[src/rtl/sobel_pkg.sv]
// Shared constants for the packed-grayscale feeder ahead of the sobel stage.
package sobel_pkg;

    // Default BT.601-style luma weights in 1/256 units (they must sum to 256).
    localparam int KR_DEF       = 77;
    localparam int KG_DEF       = 150;
    localparam int KB_DEF       = 29;

    // Four luma bytes share one output beat.
    localparam int PIX_PER_WORD = 4;

    // Half an LSB after the >>8, so the luma value is rounded rather than truncated.
    localparam int LUMA_RND     = 128;

    // Lane index within the word being packed.
    typedef logic [1:0] lane_t;

endpackage

[src/rtl/sobel_gray_pack_if.sv]
// One AXI-Stream link: data, frame marker and the valid/ready handshake.
interface sobel_gray_pack_if #(
    parameter int DW = 32
);
    logic [DW-1:0] TDATA;
    logic          TLAST;
    logic          TVALID;
    logic          TREADY;

    modport master (output TDATA, output TLAST, output TVALID, input  TREADY);
    modport slave  (input  TDATA, input  TLAST, input  TVALID, output TREADY);
endinterface

[src/rtl/sobel_luma_calc.sv]
// Combinational RGB to luma conversion: Y = (KR*R + KG*G + KB*B + 128) >> 8.
module sobel_luma_calc
    import sobel_pkg::*;
#(
    parameter int KR = KR_DEF,
    parameter int KG = KG_DEF,
    parameter int KB = KB_DEF,
    parameter int MW = 8
) (
    input  logic [MW-1:0] r_i,
    input  logic [MW-1:0] g_i,
    input  logic [MW-1:0] b_i,
    output logic [MW-1:0] y_o
);
    localparam int SW = 2 * MW;

    logic [SW-1:0] sum;

    // The weights sum to 256, so the worst case is 255*256+128 = 65408.
    // That fits 16 bits, so there is no overflow and no clamp is needed.
    always_comb begin
        sum = SW'(KR) * SW'(r_i) + SW'(KG) * SW'(g_i) + SW'(KB) * SW'(b_i) + SW'(LUMA_RND);
        y_o = sum[SW-1:MW];
    end

    logic unused_lsb;
    assign unused_lsb = ^sum[MW-1:0];
endmodule

[src/rtl/sobel_gray_pack.sv]
// Converts one 0x00RRGGBB pixel per input beat to luma. Packs four luma bytes per
// output word, with lane 0 holding the earliest pixel. Zero-pads the last word of a
// frame and marks it with TLAST. Also keeps frame and pixel status counters.
module sobel_gray_pack
    import sobel_pkg::*;
#(
    parameter int DATAWIDTH   = 32,
    parameter int MEMORYWIDTH = 8,
    parameter int KR          = KR_DEF,
    parameter int KG          = KG_DEF,
    parameter int KB          = KB_DEF,
    parameter int CNTWIDTH    = 16
) (
    input  logic                CLK,
    input  logic                ARESET,
    sobel_gray_pack_if.slave    s_axis,
    sobel_gray_pack_if.master   m_axis,
    output logic [CNTWIDTH-1:0] FRAME_CNT,
    output logic [CNTWIDTH-1:0] PIX_CNT
);
    localparam int MW = MEMORYWIDTH;
    localparam int HW = (PIX_PER_WORD - 1) * MW;

    // Stage A: the converted pixel that is waiting to be packed.
    logic                 a_valid_q, a_valid_d;
    logic [MW-1:0]        a_luma_q,  a_luma_d;
    logic                 a_last_q,  a_last_d;

    // Pack state: the lane that the stage A item goes to, and lanes 0..2 already collected.
    lane_t                lane_q,    lane_d;
    logic [HW-1:0]        hold_q,    hold_d;

    // Output register. The output port signals are driven straight from these flops.
    logic [DATAWIDTH-1:0] m_data_q,  m_data_d;
    logic                 m_valid_q, m_valid_d;
    logic                 m_last_q,  m_last_d;

    logic [CNTWIDTH-1:0]  frame_cnt_q, frame_cnt_d;
    logic [CNTWIDTH-1:0]  pix_cnt_q,   pix_cnt_d;

    logic [MW-1:0]        luma_y;
    logic                 completes, a_adv, s_ready, in_hs, m_hs;
    logic [DATAWIDTH-1:0] word;

    sobel_luma_calc #(
        .KR (KR),
        .KG (KG),
        .KB (KB),
        .MW (MW)
    ) u_luma (
        .r_i (s_axis.TDATA[2*MW +: MW]),
        .g_i (s_axis.TDATA[MW   +: MW]),
        .b_i (s_axis.TDATA[0    +: MW]),
        .y_o (luma_y)
    );

    // The top byte of the pixel beat carries no colour.
    logic unused_pad;
    assign unused_pad = ^s_axis.TDATA[DATAWIDTH-1:3*MW];

    // Handshake. Only a word-completing item can stall: it must wait for the output to free up.
    // This gives a combinational path from the downstream ready to the upstream ready.
    always_comb begin
        completes = (lane_q == lane_t'(PIX_PER_WORD - 1)) | a_last_q;
        a_adv     = a_valid_q & (~completes | ~m_valid_q | m_axis.TREADY);
        s_ready   = ~ARESET & (~a_valid_q | a_adv);
        in_hs     = s_axis.TVALID & s_ready;
        m_hs      = m_valid_q & m_axis.TREADY;
    end

    // Completed word. Lanes below the current lane come from the hold register, the
    // current lane is the stage A luma, and lanes above it are zero (frame-end padding).
    always_comb begin
        word = '0;
        for (int i = 0; i < PIX_PER_WORD - 1; i++) begin
            if (lane_t'(i) < lane_q)
                word[i*MW +: MW] = hold_q[i*MW +: MW];
            else if (lane_t'(i) == lane_q)
                word[i*MW +: MW] = a_luma_q;
        end
        if (lane_q == lane_t'(PIX_PER_WORD - 1))
            word[(PIX_PER_WORD-1)*MW +: MW] = a_luma_q;
    end

    // Next state for stage A, the packer, the output register and the counters.
    always_comb begin
        a_valid_d   = a_valid_q;
        a_luma_d    = a_luma_q;
        a_last_d    = a_last_q;
        lane_d      = lane_q;
        hold_d      = hold_q;
        m_data_d    = m_data_q;
        m_valid_d   = m_valid_q;
        m_last_d    = m_last_q;
        frame_cnt_d = frame_cnt_q;
        pix_cnt_d   = pix_cnt_q;

        if (in_hs) begin
            a_valid_d = 1'b1;
            a_luma_d  = luma_y;
            a_last_d  = s_axis.TLAST;
        end else if (a_adv) begin
            a_valid_d = 1'b0;
        end

        if (a_adv) begin
            if (completes) begin
                lane_d = '0;
            end else begin
                lane_d = lane_q + lane_t'(1);
                for (int i = 0; i < PIX_PER_WORD - 1; i++)
                    if (lane_t'(i) == lane_q)
                        hold_d[i*MW +: MW] = a_luma_q;
            end
        end

        // A completion that coincides with a handshake reloads directly, so no bubble is inserted.
        if (a_adv && completes) begin
            m_data_d  = word;
            m_valid_d = 1'b1;
            m_last_d  = a_last_q;
        end else if (m_hs) begin
            m_valid_d = 1'b0;
        end

        if (m_hs && m_last_q)
            frame_cnt_d = frame_cnt_q + CNTWIDTH'(1);

        if (in_hs) begin
            if (s_axis.TLAST)
                pix_cnt_d = '0;
            else if (pix_cnt_q != '1)
                pix_cnt_d = pix_cnt_q + CNTWIDTH'(1);
        end
    end

    // State registers. Reset drops everything in flight, including any partial word.
    always_ff @(posedge CLK or posedge ARESET) begin
        if (ARESET) begin
            a_valid_q   <= 1'b0;
            a_luma_q    <= '0;
            a_last_q    <= 1'b0;
            lane_q      <= '0;
            hold_q      <= '0;
            m_data_q    <= '0;
            m_valid_q   <= 1'b0;
            m_last_q    <= 1'b0;
            frame_cnt_q <= '0;
            pix_cnt_q   <= '0;
        end else begin
            a_valid_q   <= a_valid_d;
            a_luma_q    <= a_luma_d;
            a_last_q    <= a_last_d;
            lane_q      <= lane_d;
            hold_q      <= hold_d;
            m_data_q    <= m_data_d;
            m_valid_q   <= m_valid_d;
            m_last_q    <= m_last_d;
            frame_cnt_q <= frame_cnt_d;
            pix_cnt_q   <= pix_cnt_d;
        end
    end

    assign s_axis.TREADY = s_ready;
    assign m_axis.TDATA  = m_data_q;
    assign m_axis.TVALID = m_valid_q;
    assign m_axis.TLAST  = m_last_q;
    assign FRAME_CNT     = frame_cnt_q;
    assign PIX_CNT       = pix_cnt_q;
endmodule

[src/flat_wrapper.sv]
// flat-port wrapper written by rule: the top's interface ports become plain ports
module sobel_gray_pack_flat import sobel_pkg::*;
#(
    parameter int DATAWIDTH   = 32,
    parameter int MEMORYWIDTH = 8,
    parameter int KR          = KR_DEF,
    parameter int KG          = KG_DEF,
    parameter int KB          = KB_DEF,
    parameter int CNTWIDTH    = 16
)
  (CLK, ARESET, FRAME_CNT, PIX_CNT, s_axis_TDATA, s_axis_TLAST, s_axis_TVALID, s_axis_TREADY, m_axis_TDATA, m_axis_TLAST, m_axis_TVALID, m_axis_TREADY);
  sobel_gray_pack_if #(.DW(32)) s_axis_i ();
  sobel_gray_pack_if #(.DW(32)) m_axis_i ();
  input  logic CLK;
  input  logic ARESET;
  output logic [CNTWIDTH-1:0] FRAME_CNT;
  output logic [CNTWIDTH-1:0] PIX_CNT;
  input wire logic [$bits(s_axis_i.TDATA)-1:0] s_axis_TDATA;
  input wire logic [$bits(s_axis_i.TLAST)-1:0] s_axis_TLAST;
  input wire logic [$bits(s_axis_i.TVALID)-1:0] s_axis_TVALID;
  output wire logic [$bits(s_axis_i.TREADY)-1:0] s_axis_TREADY;
  output wire logic [$bits(m_axis_i.TDATA)-1:0] m_axis_TDATA;
  output wire logic [$bits(m_axis_i.TLAST)-1:0] m_axis_TLAST;
  output wire logic [$bits(m_axis_i.TVALID)-1:0] m_axis_TVALID;
  input wire logic [$bits(m_axis_i.TREADY)-1:0] m_axis_TREADY;
  assign s_axis_i.TDATA = s_axis_TDATA;
  assign s_axis_i.TLAST = s_axis_TLAST;
  assign s_axis_i.TVALID = s_axis_TVALID;
  assign s_axis_TREADY = s_axis_i.TREADY;
  assign m_axis_TDATA = m_axis_i.TDATA;
  assign m_axis_TLAST = m_axis_i.TLAST;
  assign m_axis_TVALID = m_axis_i.TVALID;
  assign m_axis_i.TREADY = m_axis_TREADY;
  sobel_gray_pack #(.DATAWIDTH(DATAWIDTH), .MEMORYWIDTH(MEMORYWIDTH), .KR(KR), .KG(KG), .KB(KB), .CNTWIDTH(CNTWIDTH)) u_core (.CLK(CLK), .ARESET(ARESET), .s_axis(s_axis_i), .m_axis(m_axis_i), .FRAME_CNT(FRAME_CNT), .PIX_CNT(PIX_CNT));
endmodule
[config.mk]
export PLATFORM = sky130hd
export DESIGN_NAME = sobel_gray_pack_flat
export DESIGN_NICKNAME = d
export VERILOG_FILES = /design/src/rtl/sobel_pkg.sv /design/src/rtl/sobel_gray_pack_if.sv /design/src/rtl/sobel_luma_calc.sv /design/src/rtl/sobel_gray_pack.sv /design/src/flat_wrapper.sv
export SDC_FILE = /design/constraint.sdc
export NUM_CORES = 1
export LEC_CHECK = 0
export BUFFER_PORTS_ARGS = -buffer_cell sky130_fd_sc_hd__buf_2
export CORE_ASPECT_RATIO = 0.5
export CORE_MARGIN = 2
export CORE_UTILIZATION = 35
export DETAILED_ROUTE_END_ITERATION = 8
export HOLD_SLACK_MARGIN = 0.1
export PLACE_DENSITY = 0.64
export SETUP_SLACK_MARGIN = 0.05
export SYNTH_ARGS = -nofsm -noshare
export SYNTH_HDL_FRONTEND = slang
export SYNTH_SLANG_ARGS = --single-unit
[constraint.sdc]
create_clock -name CLK -period 4.4 [get_ports CLK]
set_input_delay 0.44 -clock CLK [delete_from_list [all_inputs] [get_ports CLK]]
set_output_delay 0.44 -clock CLK [all_outputs]
set_load 0.02 [all_outputs]
# [Yosys cells after proc, flatten, opt, wreduce, memory -nomap -nowiden]
# Cells that the tools add are included.
[word_totals] register_bits=102 out_inout_bits=67 elab_cells=64
[op_classes] add_sub_neg=6 mul=3 magnitude_cmp=3 eq_ne=4 n_mux=14 n_bitwise=12 reduce_logical=10
[op_table] cell="$mux 8" count=7
[op_table] cell="$add 16x1->16 const B" count=2
[op_table] cell="$mux 16" count=2
[op_table] cell="$mul 7x8->15 const A" count=2
[op_table] cell="$add 15x16->16" count=1
[op_table] cell="$add 16x13->16" count=1
[op_table] cell="$add 16x8->16 const B" count=1
[op_table] cell="$ne 16x16->1 const B" count=1
[op_table] cell="$mul 5x8->13 const A" count=1
[op_table] cell="$reduce_and 3->1" count=3
[op_table] cell="$reduce_bool 2->1" count=3
[op_table] cell="$and 1x1->1" count=4
[op_table] cell="$lt 1x2->1 const A" count=2
[op_table] cell="$mux 1" count=4
[op_table] cell="$not 1->1" count=4
[op_table] cell="$or 1x1->1" count=4
[op_table] cell="$add 2x1->2 const B" count=1
[op_table] cell="$eq 1x2->1 const A" count=1
[op_table] cell="$eq 2x2->1 const A" count=1
[op_table] cell="$eq 2x2->1 const B" count=1
[op_table] cell="$logic_and 1x1->1" count=2
[op_table] cell="$logic_not 2->1" count=1
[op_table] cell="$lt 2x2->1 const A" count=1
[op_table] cell="$mux 2" count=1
[op_table] cell="$reduce_and 2->1" count=1

# [Longest topological paths before layout]
[logic_depth] word_depth=10 mapped_depth=27

# [By module]
# Synthesis repeated with hierarchy kept, for this count alone.
[unflattened] cells_unflattened=759 hier_area_um2=7777.5
[by_module_without_submodules] mod="sobel_gray_pack" instances=1 cells_each=435 area_per_inst_um2=4599.4
[by_module_without_submodules] mod="sobel_luma_calc" instances=1 cells_each=324 area_per_inst_um2=3178.0

# [Least setup slack after synthesis]
# Ideal clock, no wire load.
[synth_path] path_type="in2reg" from="in s_axis_TDATA[12]" to="reg u_core.a_luma_q[7]" arrival_time_ps=6150 path_slack_ps=-1827 cell_stages=22 path_buffers=0 cell_sequence="ha_1 ha_1 inv_1 fa_1 fa_1 inv_1 ha_1 xnor2_1 fa_1 fa_1 inv_1 fa_1 inv_1 fa_1 ha_1 ha_1 and3_1 nand3_1 a21oi_1 a311oi_1 xnor3_1 o21ai_1"
[synth_via] elab_chain_len=4
[synth_lines] element="start, declared" line="flat_wrapper.sv:18" source="input wire logic [$bits(s_axis_i.TDATA)-1:0] s_axis_TDATA;"
[synth_lines] element="$mul 7x8->15" line="sobel_luma_calc.sv:22" source="sum = SW'(KR) * SW'(r_i) + SW'(KG) * SW'(g_i) + SW'(KB) * SW'(b_i) + SW'(LUMA_RND);"
[synth_lines] element="$add 15x16->16" line="sobel_luma_calc.sv:22"
[synth_lines] element="$add 16x13->16" line="sobel_luma_calc.sv:22"
[synth_lines] element="$add 16x8->16" line="sobel_luma_calc.sv:22"
[synth_lines] element="end signal, assigned" line="sobel_gray_pack.sv:152" source="a_luma_q <= a_luma_d;"
[synth_lines] element="end, declared" line="sobel_gray_pack.sv:26" source="logic [MW-1:0] a_luma_q, a_luma_d;"
# No other way between the ends.
# A chain may end at the register's enable or synchronous reset.

# [Worst setup path after layout]
[layout_path] from="in s_axis_TDATA[11]" to="reg u_core.a_luma_q[6]"
# Same word-level chain as after synthesis.

==> results summary <==
Cells fill 45.1% of the core in the end. The number of antenna violations at the first check in global routing is 0. The clock network latency to the later pin of the worst-skew pair is 0.34 ns. After global routing the overflow that remains totals 0. The congestion estimate from routability-driven global placement came to 0.889. Clock tree synthesis selected as its root buffer the cell clkbuf_16. Setup repair after global routing could not meet its margin everywhere.

The sequential element share of the synthesized area came out at 33.1%. Derived from the worst setup path, the maximum achievable clock frequency is 173 MHz. Along the worst hold path, the cell count comes to 3. The number of slew-limit violations in the final report came to 0. The height of the die came out at 109 µm. Across the run, the number of max-cap violations was 0. The tightest slew margin relative to the limit is 32.4%. Registers take 0.00255 mm². The average instance area after synthesis came out at 10.3 µm². The number of remaining DRC errors is 0. The largest stage delay on the critical path came out at 0.51 ns. The area growth from synthesis to final layout is 26.7%. The count of mapped cells out of synthesis is 745. The final clock skew is 0.00473 ns. TritonCTS built the clock tree. STA classifies the critical path endpoint as a register.

The checks that failed: negative setup slack. The flip-flop cell with the highest count after synthesis is dfrtp_1. The worst register-to-register path begins at u_core.lane_q[1]. The async set or reset register ratio after synthesis is 100%. The number of setup violations in the final report is 8. The post-route standard cell area excluding fillers came out at 0.00977 mm². Across every metal layer, demand over resource in global routing totals 15.3%. The post-detailed-placement half-perimeter wirelength is 13,300 µm. The synthesized netlist contains 55 unique library cells.

The wire length of the first global-routing pass is 28,400 µm. The required time at the worst-slack endpoint is 4.65 ns. The routed wire length is 16,700 µm. The slew at the pin closest to its max-slew limit came out at 1.01 ns. The total via count in the routed design is 5,573.

The antenna diode instance count came out at 0. For hold timing, the worst endpoint is u_core.PIX_CNT[1]. In this run the worst path has a maximum fanout of 4.

The flow ran to the end, but the final reports show violations. The number of buffers added on ports came out at 95. The site row count came out at 38. The worst-case IR drop observed on VDD is 631 µV.

The die width came out at 214 µm. The largest net degree at the start of global routing is 82. The capture point of the worst reg-to-reg path is u_core.m_axis.TDATA[25]. In this run, synthesis inferred 0 flip-flops with an integrated enable.

The routed wire length per instance is 13.8 µm. The routed via count divided by cell count is 4.61. The data arrival time of the critical path is 6.01 ns. The worst reg-to-reg path cell count came out at 4.

The total I/O pin count came out at 104. The area of the multi-input gates is 0.00506 mm². The worst setup slack for register-to-register paths came out at 1.49 ns. The post-synth net total came out at 938. The cell that appears most often on the critical path is ha_4. The number of placed instances, taps included is 1,188. The post-synthesis cell area is 0.00771 mm². In this run the remaining antenna-violating nets after routing total 0. The first TritonRoute pass finished after 4 iterations.

The slack of the critical path came out at -1.37 ns. The clock edge transition at the registers on the reported setup and hold paths came out at 0.07 ns. Cells with a size suffix above 1 make up 30.6% of the layout. The number of register bits inferred by synthesis came out at 102. The post-route clock period utilization came out at 131%. The final critical delay including setup and external delays came out at 5.77 ns. In this run, the number of DRC markers left after iteration 0 of detailed routing was 261. The count of warnings emitted by yosys is 0. The final sum of negative setup slack came out at -9.53 ns.

The path type of the worst min-delay path is input port to register. The critical path in this run is classified as input port to register. The final net count came out at 1,097.

The H-tree depth reported by CTS came out at 3. The post-layout instance count excluding filler cells is 1,209. Summing all placed instances gives a cell area of 0.00928 mm². The slowest stage of the critical path is the fa_1 cell.

The via count of the first global-routing pass is 5,757. The die covers 0.0233 mm². The startpoint identified for the worst hold timing path is s_axis_TLAST. The region available for standard cell placement spans 0.0216 mm². The nature of the critical path startpoint is an input port. The number of fillers in the final layout is 2,070. The clock net sink count is 102. The initial core utilization came out at 35.6%. The buffer levels on the longest clock path came out at 2. Dividing total power by cell area gives a power density of 899 mW/mm².

The reported leakage power came out at 0.00504 µW. At the placement stage, the worst setup path has a slack of -1.79 ns. The number of endpoints with negative hold slack in the final report is 0. The number of CTS-inserted buffers came out at 9.
[power by group]
part	leakage (µW)	internal [µW]	total [µW]	switching (µW)
clock network	0.000157	513	852	339
registers	0.00135	1230	1490	261
logic	0.00354	3360	6440	3080
[worst max path at each step]
stage / start / endpoint / slack [ns] / depth (start not counted)
6_report: s_axis_TDATA[11] / u_core.a_luma_q[6] / -1.37 / 27
5_1_grt: s_axis_TDATA[12] / u_core.a_luma_q[6] / -1.55 / 25
4_1_cts: s_axis_TDATA[12] / u_core.a_luma_q[6] / -1.30 / 25
3_5_place_dp: s_axis_TDATA[12] / u_core.a_luma_q[7] / -1.79 / 26
3_3_place_gp: s_axis_TDATA[12] / u_core.a_luma_q[7] / -1.71 / 26
2_1_floorplan: s_axis_TDATA[11] / u_core.a_luma_q[7] / -1.32 / 27
[timing repair]
item	CTS	global route
hold buffers	1	0
pin swaps	15	13
gates resized for setup	19	10
setup buffers	5	1
hold endpoints to repair	21	0
setup endpoints to repair	8	8
[cell usage in the layout (no fill, tap or decap), types with 26 or more instances in the layout]
| cell type | synthesis | layout |
|---|---|---|
| a21oi_1 | 31 | 26 |
| buf_2 | 1 | 93 |
| buf_4 | 0 | 69 |
| dfrtp_1 | 102 | 102 |
| fa_1 | 55 | 52 |
| ha_1 | 101 | 78 |
| inv_1 | 113 | 105 |
| nand2_1 | 63 | 62 |
| nor2_1 | 33 | 31 |
| o21ai_0 | 38 | 33 |
[final cells by class]
class | instances | area share (%)
multi-input combinational | 510 | 51.8
sequential | 102 | 26.1
timing repair buffer | 166 | 10.6
inverter | 115 | 4.45
tap | 300 | 3.84
clock buffer | 12 | 2.52
clock inverter | 4 | 0.717
[per-layer routing]
| metal | vias up | global-route usage (%) | routed length (µm) |
|---|---|---|---|
| met5 | - | 0 | 0 |
| met4 | 0 | 3.17 | 220 |
| met3 | 13 | 1.96 | 340 |
| met2 | 56 | 26.0 | 7930 |
| met1 | 2714 | 21.2 | 8200 |
| li1 | 2790 | - | - |
[through the flow]
step	total power, µW	hold slack [ns]
floorplan	5480	0.480
CTS	8830	0.423
finish	8780	0.426
global placement	7320	0.427
detailed placement	7460	0.430
global route	9710	0.473
[logic make-up (layout without fill, tap and decap cells)]
group	count (synthesis)	after routing	share of synthesized area [%]
buffers and inverters	133	297	6.59
DFF	102	102	33.1
adders and majority gates	156	156	30.7
and+or+nand+nor	175	175	11.5
muxes	33	33	4.69
AOI/OAI and AO/OA	104	104	8.50
xor gates and xnor gates	42	42	4.95
[critical path, delay by kind of cell]
kind	cells	cell delay, ns
AND/OR/NAND/NOR	5	0.55
XOR/XNOR	1	0.14
buffers and inverters	5	0.29
adder cells (fa/ha/maj)	11	3.73
AO/OA/AOI/OAI	5	0.85
[synth_stat cells (all sizes together) (2+ instances only)]
library cell	count	area, µm²
a211oi	2	20.0
a21o	7	52.6
a21oi	31	155
a22o	8	70.1
and2	3	21.3
and3	21	141
buf	3	20.0
clkbuf	15	56.3
dfrtp	102	2550
fa	55	1100
ha	101	1260
inv	114	428
mux2	25	282
mux2i	8	80.1
nand2	63	236
nand2b	4	25.0
nand3	20	100
nand3b	2	15.0
nand4	9	56.3
nor2	35	155
nor2b	2	12.5
nor3	5	25.0
nor4	2	18.8
o21a	3	22.5
o21ai	40	200
o31ai	6	50.1
or2	2	12.5
or3	4	31.3
xnor2	23	201
xor2	18	158
[state kept, by name, summed over array words and instances, names as in the netlist]
register              cells
u_core.m_axis.TDATA      32
u_core.hold_q            24
u_core.FRAME_CNT         16
u_core.PIX_CNT           16
u_core.a_luma_q           8
u_core.lane_q             2
u_core.a_last_q           1
u_core.a_valid_q          1
u_core.m_axis.TLAST       1
u_core.m_axis.TVALID      1
Power figures use the tool's default switching activity.
